--- src/rtl/lsu_pkg.sv ---
// Shared definitions for the load/store unit: funct3 encodings, FSM states
// and the byte-lane mask helper used by both the LSU and the writeback path.
package lsu_pkg;

    localparam logic [2:0] F3_LB  = 3'b000;
    localparam logic [2:0] F3_LH  = 3'b001;
    localparam logic [2:0] F3_LW  = 3'b010;
    localparam logic [2:0] F3_LBU = 3'b100;
    localparam logic [2:0] F3_LHU = 3'b101;

    typedef enum logic [1:0] {
        IDLE   = 2'd0,
        ACCESS = 2'd1,
        RESP   = 2'd2
    } lsu_state_e;

    function automatic logic [3:0] lane_mask(input logic [2:0] funct3, input logic [1:0] addr_lo);
        case (funct3)
            F3_LB, F3_LBU: lane_mask = 4'b0001 << addr_lo;
            F3_LH, F3_LHU: lane_mask = 4'b0011 << addr_lo;
            F3_LW:         lane_mask = 4'b1111;
            default:       lane_mask = 4'b0000;
        endcase
    endfunction

    // Illegal funct3 encodings are folded into the same reject path as misalignment.
    function automatic logic misaligned(input logic [2:0] funct3, input logic [1:0] addr_lo);
        case (funct3)
            F3_LB, F3_LBU: misaligned = 1'b0;
            F3_LH, F3_LHU: misaligned = addr_lo[0];
            F3_LW:         misaligned = |addr_lo;
            default:       misaligned = 1'b1;
        endcase
    endfunction

endpackage

--- src/rtl/lsu_load_align.sv ---
// Combinational load data alignment: picks the addressed lane out of a
// memory word and sign- or zero-extends it according to funct3.
module lsu_load_align
    import lsu_pkg::*;
(
    input  logic [2:0]  funct3_i,
    input  logic [1:0]  addr_lo_i,
    input  logic [31:0] rdata_i,
    output logic [31:0] data_o
);

    logic [31:0] shifted;

    assign shifted = rdata_i >> {addr_lo_i, 3'b000};

    always_comb begin
        data_o = '0;
        case (funct3_i)
            F3_LB:   data_o = {{24{shifted[7]}}, shifted[7:0]};
            F3_LH:   data_o = {{16{shifted[15]}}, shifted[15:0]};
            F3_LW:   data_o = rdata_i;
            F3_LBU:  data_o = {24'b0, shifted[7:0]};
            F3_LHU:  data_o = {16'b0, shifted[15:0]};
            default: data_o = '0;
        endcase
    end

endmodule

--- src/rtl/load_store_unit.sv ---
// MEM-stage load/store unit: alignment check, lane steering into the data MMU,
// stall-tolerant access with a watchdog, and extended load data back to writeback.
module load_store_unit
    import lsu_pkg::*;
#(
    parameter int WAIT_LIMIT = 16,
    parameter int CNT_W      = 5
) (
    input  logic        clk,
    input  logic        reset,
    input  logic        req_valid,
    output logic        req_ready,
    input  logic        req_store,
    input  logic [2:0]  req_funct3,
    input  logic [31:0] req_addr,
    input  logic [31:0] req_wdata,
    output logic [31:0] mem_addr,
    output logic [31:0] mem_wdata,
    output logic        mem_wen,
    output logic        mem_ren,
    output logic [3:0]  mem_bsel,
    input  logic        mem_nostall,
    input  logic [31:0] mem_rdata,
    output logic        rsp_valid,
    output logic [31:0] rsp_data,
    output logic        exc_misalign,
    output logic        bus_err,
    output logic        busy
);

    localparam logic [CNT_W-1:0] CNT_LAST = CNT_W'(WAIT_LIMIT - 1);

    lsu_state_e       state_q;
    logic [CNT_W-1:0] cnt_q;
    logic             store_q;
    logic [2:0]       funct3_q;
    logic [1:0]       addr_lo_q;
    logic [31:0]      mem_addr_q;
    logic [31:0]      mem_wdata_q;
    logic             mem_wen_q;
    logic             mem_ren_q;
    logic [3:0]       mem_bsel_q;
    logic             rsp_valid_q;
    logic [31:0]      rsp_data_q;
    logic             exc_misalign_q;
    logic             bus_err_q;

    logic             misalign_d;
    logic [3:0]       bsel_d;
    logic [31:0]      wdata_d;
    logic [31:0]      load_d;

    assign misalign_d = misaligned(req_funct3, req_addr[1:0]);
    assign bsel_d     = lane_mask(req_funct3, req_addr[1:0]);

    // Replicate the store operand across every lane so any byte/half offset finds it.
    always_comb begin
        wdata_d = req_wdata;
        case (req_funct3[1:0])
            2'b00:   wdata_d = {4{req_wdata[7:0]}};
            2'b01:   wdata_d = {2{req_wdata[15:0]}};
            default: wdata_d = req_wdata;
        endcase
    end

    lsu_load_align u_load_align (
        .funct3_i  (funct3_q),
        .addr_lo_i (addr_lo_q),
        .rdata_i   (mem_rdata),
        .data_o    (load_d)
    );

    always_ff @(posedge clk or posedge reset) begin
        if (reset) begin
            state_q        <= IDLE;
            cnt_q          <= '0;
            store_q        <= 1'b0;
            funct3_q       <= '0;
            addr_lo_q      <= '0;
            mem_addr_q     <= '0;
            mem_wdata_q    <= '0;
            mem_wen_q      <= 1'b0;
            mem_ren_q      <= 1'b0;
            mem_bsel_q     <= '0;
            rsp_valid_q    <= 1'b0;
            rsp_data_q     <= '0;
            exc_misalign_q <= 1'b0;
            bus_err_q      <= 1'b0;
        end else begin
            rsp_valid_q    <= 1'b0;
            exc_misalign_q <= 1'b0;
            bus_err_q      <= 1'b0;
            case (state_q)
                IDLE: begin
                    if (req_valid) begin
                        store_q   <= req_store;
                        funct3_q  <= req_funct3;
                        addr_lo_q <= req_addr[1:0];
                        cnt_q     <= '0;
                        if (misalign_d) begin
                            exc_misalign_q <= 1'b1;
                        end else begin
                            state_q     <= ACCESS;
                            mem_addr_q  <= {req_addr[31:2], 2'b00};
                            mem_bsel_q  <= bsel_d;
                            mem_wdata_q <= wdata_d;
                            mem_wen_q   <= req_store;
                            mem_ren_q   <= !req_store;
                        end
                    end
                end
                ACCESS: begin
                    // Completion is tested first so it beats a watchdog expiry in the same cycle.
                    if (mem_nostall || cnt_q == CNT_LAST) begin
                        mem_addr_q  <= '0;
                        mem_bsel_q  <= '0;
                        mem_wdata_q <= '0;
                        mem_wen_q   <= 1'b0;
                        mem_ren_q   <= 1'b0;
                        cnt_q       <= '0;
                        if (mem_nostall) begin
                            rsp_data_q  <= store_q ? 32'b0 : load_d;
                            rsp_valid_q <= 1'b1;
                            state_q     <= RESP;
                        end else begin
                            bus_err_q <= 1'b1;
                            state_q   <= IDLE;
                        end
                    end else begin
                        cnt_q <= cnt_q + 1'b1;
                    end
                end
                RESP: begin
                    state_q <= IDLE;
                end
                default: begin
                    state_q <= IDLE;
                end
            endcase
        end
    end

    assign req_ready    = (state_q == IDLE);
    assign busy         = (state_q != IDLE);
    assign mem_addr     = mem_addr_q;
    assign mem_wdata    = mem_wdata_q;
    assign mem_wen      = mem_wen_q;
    assign mem_ren      = mem_ren_q;
    assign mem_bsel     = mem_bsel_q;
    assign rsp_valid    = rsp_valid_q;
    assign rsp_data     = rsp_data_q;
    assign exc_misalign = exc_misalign_q;
    assign bus_err      = bus_err_q;

endmodule

--- config.mk ---
export PLATFORM = sky130hd
export DESIGN_NAME = load_store_unit
export DESIGN_NICKNAME = d
export VERILOG_FILES = /design/src/rtl/lsu_pkg.sv /design/src/rtl/lsu_load_align.sv /design/src/rtl/load_store_unit.sv
export SDC_FILE = /design/constraint.sdc
export NUM_CORES = 1
export LEC_CHECK = 0
export CORE_MARGIN = 2
export CORE_UTILIZATION = 35
export DETAILED_ROUTE_END_ITERATION = 8
export PLACE_DENSITY = 0.66
export SLEW_MARGIN = 20
export SYNTH_ARGS = -nofsm -noshare
export SYNTH_HDL_FRONTEND = slang
export SYNTH_SLANG_ARGS = --single-unit
--- constraint.sdc ---
create_clock -name clk -period 5.3 [get_ports clk]
set_clock_uncertainty 0.1 [all_clocks]
set_input_delay 1.06 -clock clk [delete_from_list [all_inputs] [get_ports clk]]
set_output_delay 1.06 -clock clk [all_outputs]
set_load 0.005 [all_outputs]
==> impl_metrics.csv <==
group,metric,value,unit
place,place.gp.congestion,0.871,
logic_synthesis,ys_seq_area_share,50.7,%
clock_tree,clkTransAtPathRegs,0.05,ns
place,io_buffers,208,
timing,setup_viol,0,
global_route,grt_pass1_vias,4891,
setup_path,timing_worst_setup_path_type,"in -> reg",
global_route,use_met3,5.00,%
place,placed_area,0.00796,mm^2
power,power_density,437,mW/mm^2
route,antenna_left,0,
timing,fin_crit,3.35,ns
clock_tree,htreeDepth,4,
global_route,antenna_found_initial,0,
clock_tree,post_cts_buffers,0,
global_route,grt.met2_usage,31.1,%
floorplan,start_util,35.9,%
floorplan,die_area,0.0174,mm^2
hold_path,hold_path.class,"reg -> reg",
clock_tree,numCtsBuffers,17,
timing,fmax,299,MHz
cells_and_area,mostFrequentLayoutCell,"clkdlybuf4s50_1",
hold_path,hold_depth,2,
cells_and_area,antennaDiodeCount,0,
logic_synthesis,syn_avg_cell_area,10.6,um^2
route,via_count,4850,
clock_tree,insertion_delay,0.41,ns
setup_path,crit_fanout,36,
global_route,grt_remaining_overflow,0,
clock_tree,cts_resized,0,
job,maxCapViolations,0,
clock_tree,cts-hold-fix-buffers,0,
global_route,grtUsageTotal,19.1,%
route,firstDrtPassIters,7,
logic_synthesis,yosys.cell_types.count,46,
logic_synthesis,syn-cell-area,0.00573,mm^2
setup_path,end_kind,"flop",
setup_path,critPathRequiredTime,5.54,ns
route,drt_iter0_markers,282,
logic_synthesis,yosysTopAreaCell,"dfrtp_1",
global_route,busiest_layer,"met2",
outcome,outcome,"completed",
cells_and_area,fill_cells,1395,
timing,fin_crit_sh,63.2,%
cells_and_area,mostFrequentLayoutCells,"clkdlybuf4s50_1 (208), dfrtp_1 (116), nand2_1 (78), mux2i_1 (57), inv_1 (44)",
timing,maxSlewViolCount,0,
logic_synthesis,syn_inst,541,
logic_synthesis,synthTopCellsByArea,"dfrtp_1 (51%), mux2i_1 (10%), mux2_2 (8.3%)",
cells_and_area,syn2layout_area_growth,48.4,%
place,hpwlAfterDp,12000,um
global_route,grt_use_met1,24.1,%
floorplan,pin_count,211,
global_route,grt_max_degree,69,
clock_tree,cts-root-buf,"clkbuf_16",
floorplan,num_rows,46,
cells_and_area,nNetsFinal,843,
route,avgViaCountPerCell,5.02,
timing,slew_headroom,38.2,%
logic_synthesis,ys_ff_latch,116,
global_route,grt_pass1_wl,26300,um
logic_synthesis,async_flop_share,100,%
setup_path,worstSetupStartpointType,"input port",
setup_path,worstPathArrival,3.59,ns
route,totalWireLength,16600,um
cells_and_area,fin_area,0.00850,mm^2
power,power_leakage,3.77,nW
route,drc,0,
logic_synthesis,synth_edf_count,0,
cells_and_area,drive_above_1_share,12.3,%
timing,tns,0,ns
floorplan,fp.dieH,132,um
clock_tree,clock-sinks,116,
floorplan,die_w,132,um
route,wl_per_cell,17.2,um
timing,worst_pin_slew,0.924,ns
clock_tree,cts_buffer_depth,2,
power,vdd_drop_max,0.265,mV
logic_synthesis,synth_top_area_share,50.7,%
floorplan,coreArea,0.0159,mm^2
logic_synthesis,synth_flop_cell,"dfrtp_1",
timing,rsz0062_at_grt,"false",
clock_tree,cts_tree,"built",
logic_synthesis,yosysWarningCount,0,
timing,hold_viol_final,0,
setup_path,reg2reg_depth,5,
==> worst paths after layout <==
check / start / end / slack (ns)
worst max-delay path: mem_nostall / rsp_data[30]$_DFFE_PP0P_ / 1.95
worst min register to register: cnt_q[4]$_DFFE_PP0P_ / cnt_q[4]$_DFFE_PP0P_ / 0.38
worst min-delay path: cnt_q[4]$_DFFE_PP0P_ / cnt_q[4]$_DFFE_PP0P_ / 0.38
max in group asynchronous: reset / addr_lo_q[1]$_DFFE_PP0P_ / 3.18
worst max register to register: state_q[1]$_DFFE_PP0P_ / mem_wdata[27]$_DFFE_PP0P_ / 2.40
min in group asynchronous: reset / mem_addr[27]$_DFFE_PP0P_ / 0.95
==> sequential cells by signal, summed over array words and instances (netlist names), 2 cells and up <==
signal and flops:
mem_addr 30, mem_bsel 4, addr_lo_q 2, mem_wdata 32, rsp_data 32, funct3_q 3
cnt_q 5, state_q 2
==> cells in the mapped netlist (3+ instances only) <==
library cell and instances:
dfrtp_1 116, nand2_1 78, mux2i_1 57, inv_1 45
mux2_2 42, a21oi_1 36, a221o_1 23, clkbuf_1 21
nor2_1 21, a211oi_1 14, o21ai_0 13, nor2b_1 9
o221ai_1 8, buf_4 7, buf_1 5, buf_2 3
nor3_1 3, or3_1 3
==> stage by stage <==
| step | total power, mW | hold WS, ns | setup slack (ns) | instances | utilization, % |
|---|---|---|---|---|---|
| 2_1_floorplan | 1.90 | 0.350 | 1.07 | 542 | - |
| 3_3_place_gp | 2.67 | 0.367 | 1.67 | 934 | 49.9 |
| 5_1_grt | 3.92 | 0.417 | 1.77 | 966 | 53.3 |
| 6_report | 3.72 | 0.381 | 1.95 | 966 | 53.3 |
| 3_5_place_dp | 2.71 | 0.371 | 1.56 | 934 | 49.9 |
| 4_1_cts | 3.76 | 0.382 | 1.98 | 966 | 53.3 |
==> cell type report <==
| type | instances | area [um^2] | share of cell area [%] |
|---|---|---|---|
| Sequential cell | 116 | 2900 | 34.2 |
| Tap cell | 216 | 270 | 3.18 |
| Multi-Input combinational cell | 340 | 2460 | 29.0 |
| Clock inverter | 12 | 82.6 | 0.972 |
| Inverter | 47 | 179 | 2.11 |
| Clock buffer | 20 | 457 | 5.37 |
| Timing Repair Buffer | 215 | 2150 | 25.3 |
==> power by group <==
group          total [mW]  leakage, nW  switching [mW]  internal (mW)
sequential           1.38         1.47           0.207           1.18
combinational        1.30         2.05           0.484          0.817
clock                1.03        0.250           0.413          0.619
total                3.72         3.77            1.10           2.61
==> worst max-delay path, stage by stage <==
cell and delay, ns:
clkdlybuf4s50_1 0.54, nand2_2 0.44, inv_2 0.25, nand2_2 0.17, o41ai_4 0.89, a221o_1 0.22
==> routing by layer <==
layer  vias up  wire length, um
li1       2282                -
met1      2340             7020
met2       199             7980
met3        29             1180
met4         0              417
met5         -                0
==> cells by family (layout without fill, tap and decap cells) <==
logic type	Yosys count	in the layout	synth area share (%)
multiplexers	100	100	18.6
adder cells (fa/ha/maj)	2	2	0.437
AO/OA/AOI/OAI	105	105	13.2
AND/OR/NAND/NOR	131	131	10.3
other	1	2	0.0655
flip-flops	116	116	50.7
buffers and inverters	86	294	6.68
No activity file was read; power rests on OpenSTA's default activity.
